`config.mk`:
```
export PLATFORM = sky130hd
export DESIGN_NAME = traffic_light_fsm
export DESIGN_NICKNAME = d
export VERILOG_FILES = /design/src/rtl/tlc_pkg.sv /design/src/rtl/tlc_tick_gen.sv /design/src/rtl/traffic_light_fsm.sv
export SDC_FILE = /design/constraint.sdc
export NUM_CORES = 1
export LEC_CHECK = 0
export BUFFER_PORTS_ARGS = -buffer_cell sky130_fd_sc_hd__buf_2
export CAP_MARGIN = 5
export CORE_ASPECT_RATIO = 1.2
export CORE_UTILIZATION = 35
export DETAILED_ROUTE_END_ITERATION = 12
export SLEW_MARGIN = 20
export SYNTH_ARGS = -nofsm -noshare
export SYNTH_HDL_FRONTEND = slang
export SYNTH_HIERARCHICAL = 1
export SYNTH_SLANG_ARGS = --single-unit
```
`constraint.sdc`:
```
create_clock -name pclk -period 2.27 [get_ports pclk]
set_input_delay 0.1135 -clock pclk [delete_from_list [all_inputs] [get_ports pclk]]
set_output_delay 0.1135 -clock pclk [all_outputs]
set_load 0.01 [all_outputs]
```
`src/rtl/tlc_pkg.sv`:
```
// Shared definitions for the traffic-light sequencer: state codes, timer
// field bounds and the internal FSM encoding.
package tlc_pkg;

  localparam logic [1:0] ST_OFF    = 2'b00;
  localparam logic [1:0] ST_RED    = 2'b01;
  localparam logic [1:0] ST_GREEN  = 2'b10;
  localparam logic [1:0] ST_YELLOW = 2'b11;

  localparam int G2Y_HI = 31;
  localparam int G2Y_LO = 20;
  localparam int R2G_HI = 19;
  localparam int R2G_LO = 8;
  localparam int Y2R_HI = 7;
  localparam int Y2R_LO = 0;

  localparam int CNT_W = 12;

  // Blink modes get their own FSM states so that normal RED and blinking RED,
  // which share a status code, can still be told apart.
  typedef enum logic [2:0] {
    FSM_OFF,
    FSM_RED,
    FSM_GREEN,
    FSM_YELLOW,
    FSM_BLINK_R,
    FSM_BLINK_Y
  } fsm_e;

  function automatic logic [1:0] state_code(input fsm_e s);
    case (s)
      FSM_RED, FSM_BLINK_R:    state_code = ST_RED;
      FSM_GREEN:               state_code = ST_GREEN;
      FSM_YELLOW, FSM_BLINK_Y: state_code = ST_YELLOW;
      default:                 state_code = ST_OFF;
    endcase
  endfunction

endpackage

```
`src/rtl/tlc_tick_gen.sv`:
```
// Timer prescaler: pulses tick once every TICK_DIV clocks; clr holds the
// divider at zero. With TICK_DIV=1 tick is permanently high.
module tlc_tick_gen #(
  parameter int TICK_DIV = 1
) (
  input  logic pclk,
  input  logic presetn,
  input  logic clr,
  output logic tick
);

  localparam int DW = (TICK_DIV > 1) ? $clog2(TICK_DIV) : 1;
  localparam logic [DW-1:0] DIV_LAST = DW'(TICK_DIV - 1);

  logic [DW-1:0] div_cnt_reg;
  logic [DW-1:0] div_cnt_next;

  assign tick = (div_cnt_reg == DIV_LAST);

  always_comb begin
    div_cnt_next = div_cnt_reg + 1'b1;
    if (clr || tick) begin
      div_cnt_next = '0;
    end
  end

  always_ff @(posedge pclk) begin
    if (!presetn) begin
      div_cnt_reg <= '0;
    end else begin
      div_cnt_reg <= div_cnt_next;
    end
  end

endmodule

```
`src/rtl/traffic_light_fsm.sv`:
```
// Red/green/yellow sequencer driven by the ctl/timer registers, with red and
// yellow blink modes, registered lamp outputs and a state-change pulse.
module traffic_light_fsm
  import tlc_pkg::*;
#(
  parameter int SIZE      = 32,
  parameter int TICK_DIV  = 1,
  parameter int BLINK_CYC = 4
) (
  input  logic            pclk,
  input  logic            presetn,
  input  logic            mod_en,
  input  logic            blink_yellow,
  input  logic            blink_red,
  input  logic            profile,
  input  logic [SIZE-1:0] timer_0,
  input  logic [SIZE-1:0] timer_1,
  output logic [1:0]      state,
  output logic            red,
  output logic            yellow,
  output logic            green,
  output logic            state_chg
);

  localparam int BW = (BLINK_CYC > 1) ? $clog2(BLINK_CYC) : 1;
  localparam logic [BW-1:0] BLINK_LAST = BW'(BLINK_CYC - 1);

  fsm_e             fsm_reg, fsm_next;
  fsm_e             blink_tgt;
  logic [CNT_W-1:0] phase_cnt_reg, phase_cnt_next;
  logic [BW-1:0]    blink_cnt_reg, blink_cnt_next;
  logic             blink_on_reg, blink_on_next;
  logic [1:0]       state_reg;
  logic             state_chg_reg;
  logic [2:0]       lamp_reg, lamp_next;   // {red, yellow, green}
  logic             tick;

  logic [SIZE-1:0]  sel_timer;
  logic [CNT_W-1:0] g2y, r2g, y2r;

  assign sel_timer = profile ? timer_1 : timer_0;
  assign g2y       = sel_timer[G2Y_HI:G2Y_LO];
  assign r2g       = sel_timer[R2G_HI:R2G_LO];
  assign y2r       = CNT_W'(sel_timer[Y2R_HI:Y2R_LO]);

  tlc_tick_gen #(
    .TICK_DIV (TICK_DIV)
  ) u_tick_gen (
    .pclk    (pclk),
    .presetn (presetn),
    .clr     (fsm_reg == FSM_OFF),
    .tick    (tick)
  );

  always_comb begin
    fsm_next       = fsm_reg;
    phase_cnt_next = phase_cnt_reg;
    blink_cnt_next = blink_cnt_reg;
    blink_on_next  = blink_on_reg;
    blink_tgt      = blink_red ? FSM_BLINK_R : FSM_BLINK_Y;

    if (!mod_en) begin
      fsm_next       = FSM_OFF;
      phase_cnt_next = '0;
      blink_cnt_next = '0;
      blink_on_next  = 1'b0;
    end else if (blink_red || blink_yellow) begin
      phase_cnt_next = '0;
      if (fsm_reg != blink_tgt) begin
        fsm_next       = blink_tgt;
        blink_cnt_next = '0;
        blink_on_next  = 1'b1;
      end else if (tick) begin
        if (blink_cnt_reg == BLINK_LAST) begin
          blink_cnt_next = '0;
          blink_on_next  = !blink_on_reg;
        end else begin
          blink_cnt_next = blink_cnt_reg + 1'b1;
        end
      end
    end else begin
      blink_cnt_next = '0;
      blink_on_next  = 1'b0;
      // Timer fields are sampled only on the edge that enters a phase.
      case (fsm_reg)
        FSM_RED, FSM_GREEN, FSM_YELLOW: begin
          if (tick) begin
            if (phase_cnt_reg == '0) begin
              case (fsm_reg)
                FSM_RED: begin
                  fsm_next       = FSM_GREEN;
                  phase_cnt_next = g2y;
                end
                FSM_GREEN: begin
                  fsm_next       = FSM_YELLOW;
                  phase_cnt_next = y2r;
                end
                default: begin
                  fsm_next       = FSM_RED;
                  phase_cnt_next = r2g;
                end
              endcase
            end else begin
              phase_cnt_next = phase_cnt_reg - 1'b1;
            end
          end
        end
        default: begin
          fsm_next       = FSM_RED;
          phase_cnt_next = r2g;
        end
      endcase
    end
  end

  always_comb begin
    lamp_next = 3'b000;
    case (fsm_next)
      FSM_RED:     lamp_next[2] = 1'b1;
      FSM_GREEN:   lamp_next[0] = 1'b1;
      FSM_YELLOW:  lamp_next[1] = 1'b1;
      FSM_BLINK_R: lamp_next[2] = blink_on_next;
      FSM_BLINK_Y: lamp_next[1] = blink_on_next;
      default:     lamp_next    = 3'b000;
    endcase
  end

  always_ff @(posedge pclk) begin
    if (!presetn) begin
      fsm_reg       <= FSM_OFF;
      phase_cnt_reg <= '0;
      blink_cnt_reg <= '0;
      blink_on_reg  <= 1'b0;
      state_reg     <= ST_OFF;
      state_chg_reg <= 1'b0;
    end else begin
      fsm_reg       <= fsm_next;
      phase_cnt_reg <= phase_cnt_next;
      blink_cnt_reg <= blink_cnt_next;
      blink_on_reg  <= blink_on_next;
      state_reg     <= state_code(fsm_next);
      state_chg_reg <= (state_code(fsm_next) != state_reg);
    end
  end

  for (genvar gi = 0; gi < 3; gi++) begin : g_lamp
    always_ff @(posedge pclk) begin
      if (!presetn) begin
        lamp_reg[gi] <= 1'b0;
      end else begin
        lamp_reg[gi] <= lamp_next[gi];
      end
    end
  end

  assign state     = state_reg;
  assign red       = lamp_reg[2];
  assign yellow    = lamp_reg[1];
  assign green     = lamp_reg[0];
  assign state_chg = state_chg_reg;

endmodule
```
### Word level (Yosys, flattened, before mapping)

Index checks and enable logic that the tools add are counted.

* register bits: 25
* input port bits: 70

* add/subtract/negate cells: 3
* bitwise gates (word level): 4
* mux-type cells: 24
* reduce and logical (&&, ||, !) cells: 11
* equality and inequality tests: 12

Operators by type and width (count)
* 12-bit 2-to-1 mux: 3
* 32-bit 2-to-1 mux: 1
* 12-bit one-hot mux with 2 select lines: 1
* 3-bit 2-to-1 mux: 6
* 3-bit by 2-bit == test with 1-bit output (second input constant): 4
* 12-bit zero test: 1
* 12-bit by 1-bit subtractor with 12-bit output (second input constant): 1
* 1-bit 2-to-1 mux: 7
* 3-bit by 1-bit == test with 1-bit output (second input constant): 2
* 3-bit == test (second input constant): 2
* 2-bit one-hot mux with 3 select lines: 1
* 2-bit OR reduction: 3
* 3-bit OR reduction: 2
* 2-bit 2-to-1 mux: 2
* 1-bit inverter: 4
* 1-bit one-hot mux with 2 select lines: 2
* 2-bit one-hot mux with 2 select lines: 1
* 4-bit OR reduction: 1
* 3-bit zero test: 1
* 3-bit inequality test: 1
* 2-bit by 1-bit adder with 2-bit output (second input constant): 1
* 2-bit == test (second input constant): 1
* 1-bit logical OR: 2
* 2-bit inequality test: 1
* 3 further kinds: 3

### Logic depth before layout (Yosys ltp)

Gate-level depths: netlist of run 1.

* depth in word-level cells: 12
* mapped depth: 8
* mapped depth without buffers: 7

### Hierarchy

The synthesis of run 1 kept the hierarchy.

Modules (own cells, without submodules)
* traffic_light_fsm: times used 1, seq. area each 480.5 um^2, area an instance 2038.2 um^2, cells each 254
* tlc_tick_gen: times used 1, seq. area each 20.0 um^2, area an instance 27.5 um^2, cells each 3

### Worst setup path after synthesis of run 1

No wires, ideal clock.

* path type: reg-to-reg
* start: register phase_cnt_reg[0]
* end: register state_chg_reg, in the netlist state_chg
* setup time: 140 ps
* cell stages (with the launch flop): 8
* slack: 180 ps
* arrival time: 1950 ps
* data required time: 2130 ps
* clock period less this slack: 2090 ps
* buffers on the path: 0
* cells stage by stage: dfxtp_1 -> inv_1 -> ha_1 -> or4b_4 -> nor4_2 -> mux2_4 -> o311ai_0 -> o2111ai_1

* word-level cells in the longest chain between the ends: 11
* elaborated cells on any way between the ends: 16
* those cells by class: 6 x eq/ne; 7 x mux; 3 x reduce/logical

RTL lines
* start: declaration: RTL line traffic_light_fsm.sv:30 `logic [CNT_W-1:0] phase_cnt_reg, phase_cnt_next;`
* start signal: assignment: RTL line traffic_light_fsm.sv:138 `phase_cnt_reg <= phase_cnt_next;`
* 12-bit zero test *: RTL line traffic_light_fsm.sv:88 `if (phase_cnt_reg == '0) begin`
* 3-bit 2-to-1 mux *: RTL line traffic_light_fsm.sv:88
* 3-bit 2-to-1 mux *: RTL line traffic_light_fsm.sv:87 `if (tick) begin`
* 3-bit 2-to-1 mux *: RTL line traffic_light_fsm.sv:85 `case (fsm_reg)`
* 3-bit 2-to-1 mux *: RTL line traffic_light_fsm.sv:67 `end else if (blink_red || blink_yellow) begin`
* 3-bit 2-to-1 mux *: RTL line traffic_light_fsm.sv:62 `if (!mod_en) begin`
* 3-bit by 2-bit == test with 1-bit output, or another cell as far along: RTL line tlc_pkg.sv:31 `case (s)`
* 2-bit OR reduction: RTL line tlc_pkg.sv:31
* 2-bit one-hot mux with 3 select lines *: RTL line tlc_pkg.sv:31
* 2-bit 2-to-1 mux *: RTL line traffic_light_fsm.sv:129 `if (!presetn) begin`
* 2-bit inequality test *: RTL line traffic_light_fsm.sv:142 `state_chg_reg <= (state_code(fsm_next) != state_reg);`
* end signal: assignment: RTL line traffic_light_fsm.sv:142
* end: declaration: RTL line traffic_light_fsm.sv:34 `logic state_chg_reg;`

Every way passes the cells marked *; elsewhere a longest branch is shown, timed or not. The select of a mux whose other input is x is not followed.
A chain may end at the register's enable or synchronous reset.

### Final worst setup path of run 1

* start: register phase_cnt_reg[1]
* end: register state_chg_reg, in the netlist state_chg

The elaborated chain is that of the path after synthesis.

==> run_results.csv, run 1 <==
group,metric,value,unit
run_status,status,"finished clean",
cells_and_area,area_delta_synth_final,30.4,%
synthesis,yosys_warnings,6,
setup_path,critPathMaxFanout,6,
min_path,hold_class,"input port to register",
cells_and_area,drive_gt1_share,36.8,%
route,wl_met2,2900,µm
route,dr.first_iter.drc_count,76,
die,start_util,36.4,%
setup_path,reg2regPathDepth,9,
cells_and_area,final_util,47.4,%
route,final_antenna_net_count,0,
global_route,grtUsageTotal,19.3,%
route,drc,0,
timing,slew_headroom,60.1,%
cts,clock-sinks,25,
route,wl_per_cell,13.9,µm
setup_path,worstPathArrival,2.30,ns
route,met1Wirelength,2530,µm
cts,cts_root_buffer,"clkbuf_8",
route,met3_length,260,µm
global_route,grt_max_degree,21,
timing,worst_slew_pin_slew,0.597,ns
cells_and_area,fillCellCount,572,
die,dieArea,6200,µm²
synthesis,syn_nets,328,
timing,timing.final.crit_share,94.8,%
setup_path,crit_type,"register to register",
route,top_layer_used,"met4",
die,die_x,72.0,µm
cells_and_area,largest_register_ffs,12,
cts,cts_buffers,3,
timing,clock_skew,0.00393,ns
global_route,grt_pass1_wl,9470,µm
cts,htreeDepth,1,
cts,cts_tree,"done",
global_route,antenna_found_initial,0,
setup_path,r2r_start,"phase_cnt_reg[1]",
global_route,grt_pass1_vias,2140,
timing,fin_crit,2.15,ns
cts,ctsLongestPathBuffers,2,
cts,clkLatencyLatePin,0.27,ns
setup_path,r2r-end,"state_chg",
timing,setup_viol,0,
timing,holdWs,0.122,ns
place,dp_hpwl,4590,µm
setup_path,crit_path_end,"state_chg",
die,dieHeight,86.1,µm
setup_path,startpoint,"phase_cnt_reg[1]",
flow_run,drv_cap,0,
timing,hold_viol,0,
power,peakVddDrop,0.288,mV
synthesis,syn_area,2060,µm²
setup_path,end_kind,"register",
cells_and_area,nNetsFinal,415,
place,place_congestion,0.891,
die,io_pins,76,
route,first_pass_iters,4,
setup_path,startpoint_type,"register",
die,num_rows,30,
place,portBuffers,75,
power,p_per_area,402,nW/µm²
setup_path,required,2.42,ns
route,drt_wl_total,5850,µm
synthesis,syn-instance-count,256,
synthesis,synth.avg_cell_area,8.05,µm²
route,num_vias,2267,
setup_path,r2r_setup_slack,0.12,ns
cells_and_area,diodes,0,
cts,holdBufCountCts,0,
cts,path_clk_slew,0.09,ns
timing,finalMaxSlewViolations,0,
route,viasPerCell,5.37,
power,power.leakage,1.23,nW
global_route,overflow,0,
timing,max_freq,0.464,GHz
die,fp.coreArea,5670,µm²
==> critical path: stages (launching register included) <==
cell and delay [ns]:
dfxtp_2 0.34, inv_1 0.05, ha_2 0.18, or4b_4 0.49
buf_4 0.17, nor4_4 0.21, mux2i_1 0.21, buf_4 0.16
nand4b_1 0.11, o2111ai_1 0.10
==> routing by layer <==
| layer | GRT usage, % | up-vias |
|---|---|---|
| met5 | 0 | - |
| met4 | 7.13 | 0 |
| met3 | 1.88 | 13 |
| met2 | 36.3 | 73 |
| met1 | 22.2 | 1042 |
| li1 | - | 1139 |
==> what timing repair did <==
item / 4_1_cts / 5_1_grt
endpoints found under the hold margin: 0 / 0
endpoints found under the setup margin: 0 / 4
gates resized for setup: 0 / 5
buffers inserted: 0 / 1
==> through the flow <==
stage / power [mW] / cells / worst slack (ns) / area [µm²] / setup TNS, ns
finish: 1.08 / 422 / 0.117 / 2690 / 0
global route: 1.14 / 422 / -0.00683 / 2690 / -0.00683
CTS: 1.09 / 421 / 0.0329 / 2660 / 0
detailed placement: 0.811 / 417 / 0.0674 / 2620 / 0
global placement: 0.808 / 417 / 0.103 / 2620 / 0
floorplan: 0.674 / 256 / 0.180 / 2060 / 0
==> final cells by class <==
type / count / area (µm²) / share of cell area [%]
Inverter: 9 / 33.8 / 1.26
Timing Repair Buffer: 96 / 546 / 20.3
Tap cell: 80 / 100 / 3.73
Multi-Input combinational cell: 208 / 1460 / 54.4
Sequential cell: 25 / 502 / 18.7
Clock buffer: 4 / 45.0 / 1.68
==> layout by cell type, fill, tap and decap left out, types with 2 or more instances in the layout <==
cell	instances
buf_2	75
mux2i_1	27
dfxtp_1	24
nand2_1	23
buf_4	20
a21oi_1	18
nor2_1	15
o21ai_0	12
mux2_2	10
inv_1	9
o22ai_1	9
nand3_1	8
o31ai_1	8
nor3_1	7
or3_1	7
a31oi_1	7
nand2b_1	5
o311ai_0	4
nor2b_1	4
o221ai_1	4
clkbuf_8	3
nor4b_1	2
or2_2	2
xnor2_1	2
nor4_4	2
and2b_1	2
nand4b_1	2
a211oi_1	2
==> report_power, final <==
| group | switching, mW | leakage [nW] | internal (mW) |
|---|---|---|---|
| registers | 0.0103 | 0.204 | 0.452 |
| clock network | 0.150 | 0.0228 | 0.126 |
| logic | 0.170 | 1.01 | 0.172 |
==> worst min-delay path by stage <==
stage / from / to / slack, ns / cells after the start
4_1_cts: presetn / state[1] / 0.12 / 2
2_1_floorplan: presetn / state[1] / 0.23 / 1
3_5_place_dp: presetn / state[1] / 0.42 / 2
5_1_grt: presetn / state[1] / 0.13 / 2
6_report: presetn / state[1] / 0.12 / 2
3_3_place_gp: presetn / state[1] / 0.42 / 2
Power figures use the tool's default switching activity.
==> run 2: changes to the inputs <==
--- a/config.mk
+++ b/config.mk
@@ -13,5 +13,4 @@
 export SLEW_MARGIN = 20
 export SYNTH_ARGS = -nofsm -noshare
 export SYNTH_HDL_FRONTEND = slang
-export SYNTH_HIERARCHICAL = 1
 export SYNTH_SLANG_ARGS = --single-unit
==> run 2 against run 1 <==
Against the previous run:
- final area grew 0.28%
- flip-flop and latch count is the same
- synthesized area grew 0.79%
- maximum frequency grew 0.76%
- critical endpoint is now yellow
==> run_results.csv, run 2 <==
group,metric,value,unit
run_status,status,"finished clean",
cts,clkLatencyLatePin,0.27,ns
cts,cts_root_buffer,"clkbuf_8",
timing,slew_headroom,49.7,%
synthesis,synth_top_area_cell,"dfxtp_1",
die,dieHeight,86.4,µm
synthesis,synth-main-ff-cell,"dfxtp_1",
setup_path,crit_chain,"or4_1, buf_4, nor4_4, mux2i_2, nor3_1, nor2_1, a21boi_1",
cells_and_area,nNetsFinal,415,
synthesis,synth_cell_types,53,
timing,rsz0062_at_grt,"true",
power,power,1.10,mW
die,fp.coreArea,5710,µm²
min_path,hold_path_end,"state[1]",
setup_path,cp_slowest_cell,"or4_1",
cells_and_area,finalNonFillerCells,422,
global_route,grt_pass1_vias,2131,
timing,setup_viol,0,
synthesis,synthArstFlopShare,0,%
synthesis,yosys_warnings,0,
cells_and_area,largest_register_ffs,12,
synthesis,syn_area,2080,µm²
cts,htreeDepth,1,
global_route,grt_max_degree,29,
timing,holdWs,0.121,ns
route,drc,0,
setup_path,cpPeakStageDelay,0.53,ns
route,first_pass_iters,4,
setup_path,crit_type,"register to register",
setup_path,worstPathArrival,2.34,ns
place,placed_cells,418,
timing,fin_crit,2.14,ns
min_path,worstHoldStart,"presetn",
cells_and_area,diodes,0,
cts,clock-sinks,25,
min_path,min_path_cells,2,
route,final_antenna_net_count,0,
synthesis,yosysSeqAreaShare,24.1,%
synthesis,yosysMostFrequentCell,"a21oi_1",
cts,cts_tree,"done",
place,portBuffers,75,
setup_path,startpoint_type,"register",
synthesis,yosys-top-cells-area,"dfxtp_1 (24%), mux2i_1 (9.6%), a21oi_1 (6.3%)",
synthesis,syn_nets,335,
power,power.leakage,1.21,nW
timing,hold_viol,0,
power,peakVddDrop,0.213,mV
timing,max_freq,0.468,GHz
synthesis,synth_common_cells,"a21oi_1 (26), dfxtp_1 (25), nor2_1 (22)",
die,dieArea,6250,µm²
setup_path,r2r_setup_slack,0.13,ns
setup_path,required,2.47,ns
timing,worst_slew_pin_slew,0.749,ns
place,place_congestion,0.889,
synthesis,syn-instance-count,263,
synthesis,ys_seq_elements,25,
synthesis,synth.avg_cell_area,7.90,µm²
power,p_per_area,410,nW/µm²
timing,fin_tns_setup,0,ns
die,die_x,72.3,µm
global_route,antenna_found_initial,0,
global_route,grtUsageMet2,36.8,%
synthesis,synth_edf_count,0,
setup_path,r2r_start,"phase_cnt_reg[4]",
die,start_util,36.4,%
global_route,met1_usage,24.0,%
cts,path_clk_slew,0.09,ns
route,num_vias,2249,
setup_path,reg2regPathDepth,7,
setup_path,critPathMaxFanout,8,
route,wl_per_cell,14.5,µm
min_path,hold_class,"input port to register",
setup_path,critical_path.top_delay_family,"simple AND/OR/NAND/NOR gates",
route,drt_wl_total,6100,µm
die,num_rows,30,
cells_and_area,drive_gt1_share,34.5,%
timing,finalMaxSlewViolations,0,
cells_and_area,layout_commonest_cell,"buf_2",
setup_path,end_kind,"register",
route,viasPerCell,5.33,
die,io_pins,76,
setup_path,r2r-end,"yellow",
global_route,overflow,0,
global_route,grtUsageTotal,20.0,%
cells_and_area,layout_common_cells,"buf_2 (75), a21oi_1 (26), dfxtp_1 (25), nor2_1 (22), nand2_1 (20)",
flow_run,drv_cap,0,
global_route,grt_use_met3,2.21,%
cells_and_area,area_delta_synth_final,29.7,%
cts,cts_buffers,3,
setup_path,worst-path-buf-inv,1,
cts,cts_setup_buffers,0,
route,dr.first_iter.drc_count,160,
global_route,top_usage_layer,"met2",
timing,timing.final.crit_share,94.1,%
cts,ctsLongestPathBuffers,2,
synthesis,netlist.area_leader.share,24.1,%
global_route,grt_pass1_wl,9800,µm
place,dp_hpwl,4790,µm
timing,clock_skew,0.00838,ns
-- run 2: cell types whose count changed in the layout (fill, tap and decap cells not counted), moves of 5 or more --
cell and change:
o22ai_1 -9, a211oi_1 +8, a21oi_1 +8, mux2i_1 -8, nor2_1 +7, a22o_1 +6, a22oi_1 +5, inv_1 -5
o31ai_1 -5, or3_1 -5
-- run 2: per-layer routing --
layer,up-vias,wire length (µm)
met1,1019,2670
met4,0,67
li1,1140,-
met2,84,3020
met3,6,346
met5,-,0
-- run 2: cells by family (layout without fill, tap and decap cells) --
group	count (synthesis)	count (layout)	synth area share [%]
xor gates and xnor gates	10	10	4.22
buffers and inverters	24	103	4.70
and+or+nand+nor	83	83	21.5
DFF	25	25	24.1
muxes	29	29	14.5
other	1	1	0.181
AOI/OAI and AO/OA	89	89	29.6
adders and majority gates	2	2	1.20
-- run 2: what timing repair did --
| item | 4_1_cts | 5_1_grt |
|---|---|---|
| endpoints found under the setup margin | 2 | 12 |
| hold buffers | 0 | 0 |
| gates cloned | 0 | 0 |
| gates resized for setup | 3 | 3 |
| pin swaps | 0 | 0 |
-- run 2: worst max-delay path by stage --
stage | from | to | depth (start not counted)
2_1_floorplan | phase_cnt_reg[0] | phase_cnt_reg[3] | 8
3_3_place_gp | phase_cnt_reg[1] | phase_cnt_reg[0] | 7
3_5_place_dp | phase_cnt_reg[1] | phase_cnt_reg[0] | 7
4_1_cts | phase_cnt_reg[1] | yellow | 8
5_1_grt | phase_cnt_reg[1] | yellow | 8
6_report | phase_cnt_reg[4] | yellow | 7
-- run 2: cell type report --
cell class	count	area [µm²]
inverter	5	18.8
multi-input combinational	214	1500
clock buffer	3	41.3
tap	80	100
clock inverter	1	5.00
sequential	25	500
fill	585	3010
timing repair buffer	94	531
-- run 2: where the power goes --
part           switching, mW  internal (mW)  total [mW]
clock network          0.149          0.123       0.272
logic                  0.181          0.184       0.366
registers             0.0158          0.451       0.467
total                  0.346          0.758        1.10
-- run 2: worst register-to-register path: stages, from the launching register on --
cell and delay (ns):
dfxtp_1 0.33, or4_1 0.53, buf_4 0.19, nor4_4 0.28, mux2i_2 0.32, nor3_1 0.09
nor2_1 0.14, a21boi_1 0.18
-- run 2: stage by stage --
stage / cell area, µm² / utilization, % / setup slack [ns]
final: 2690 / 47.2 / 0.133
after detailed placement: 2630 / 46.1 / -0.140
after floorplan: 2080 / - / 0.0732
after CTS: 2690 / 47.1 / 0.00521
after global routing: 2690 / 47.2 / -0.00392
after global placement: 2630 / 46.1 / -0.0912
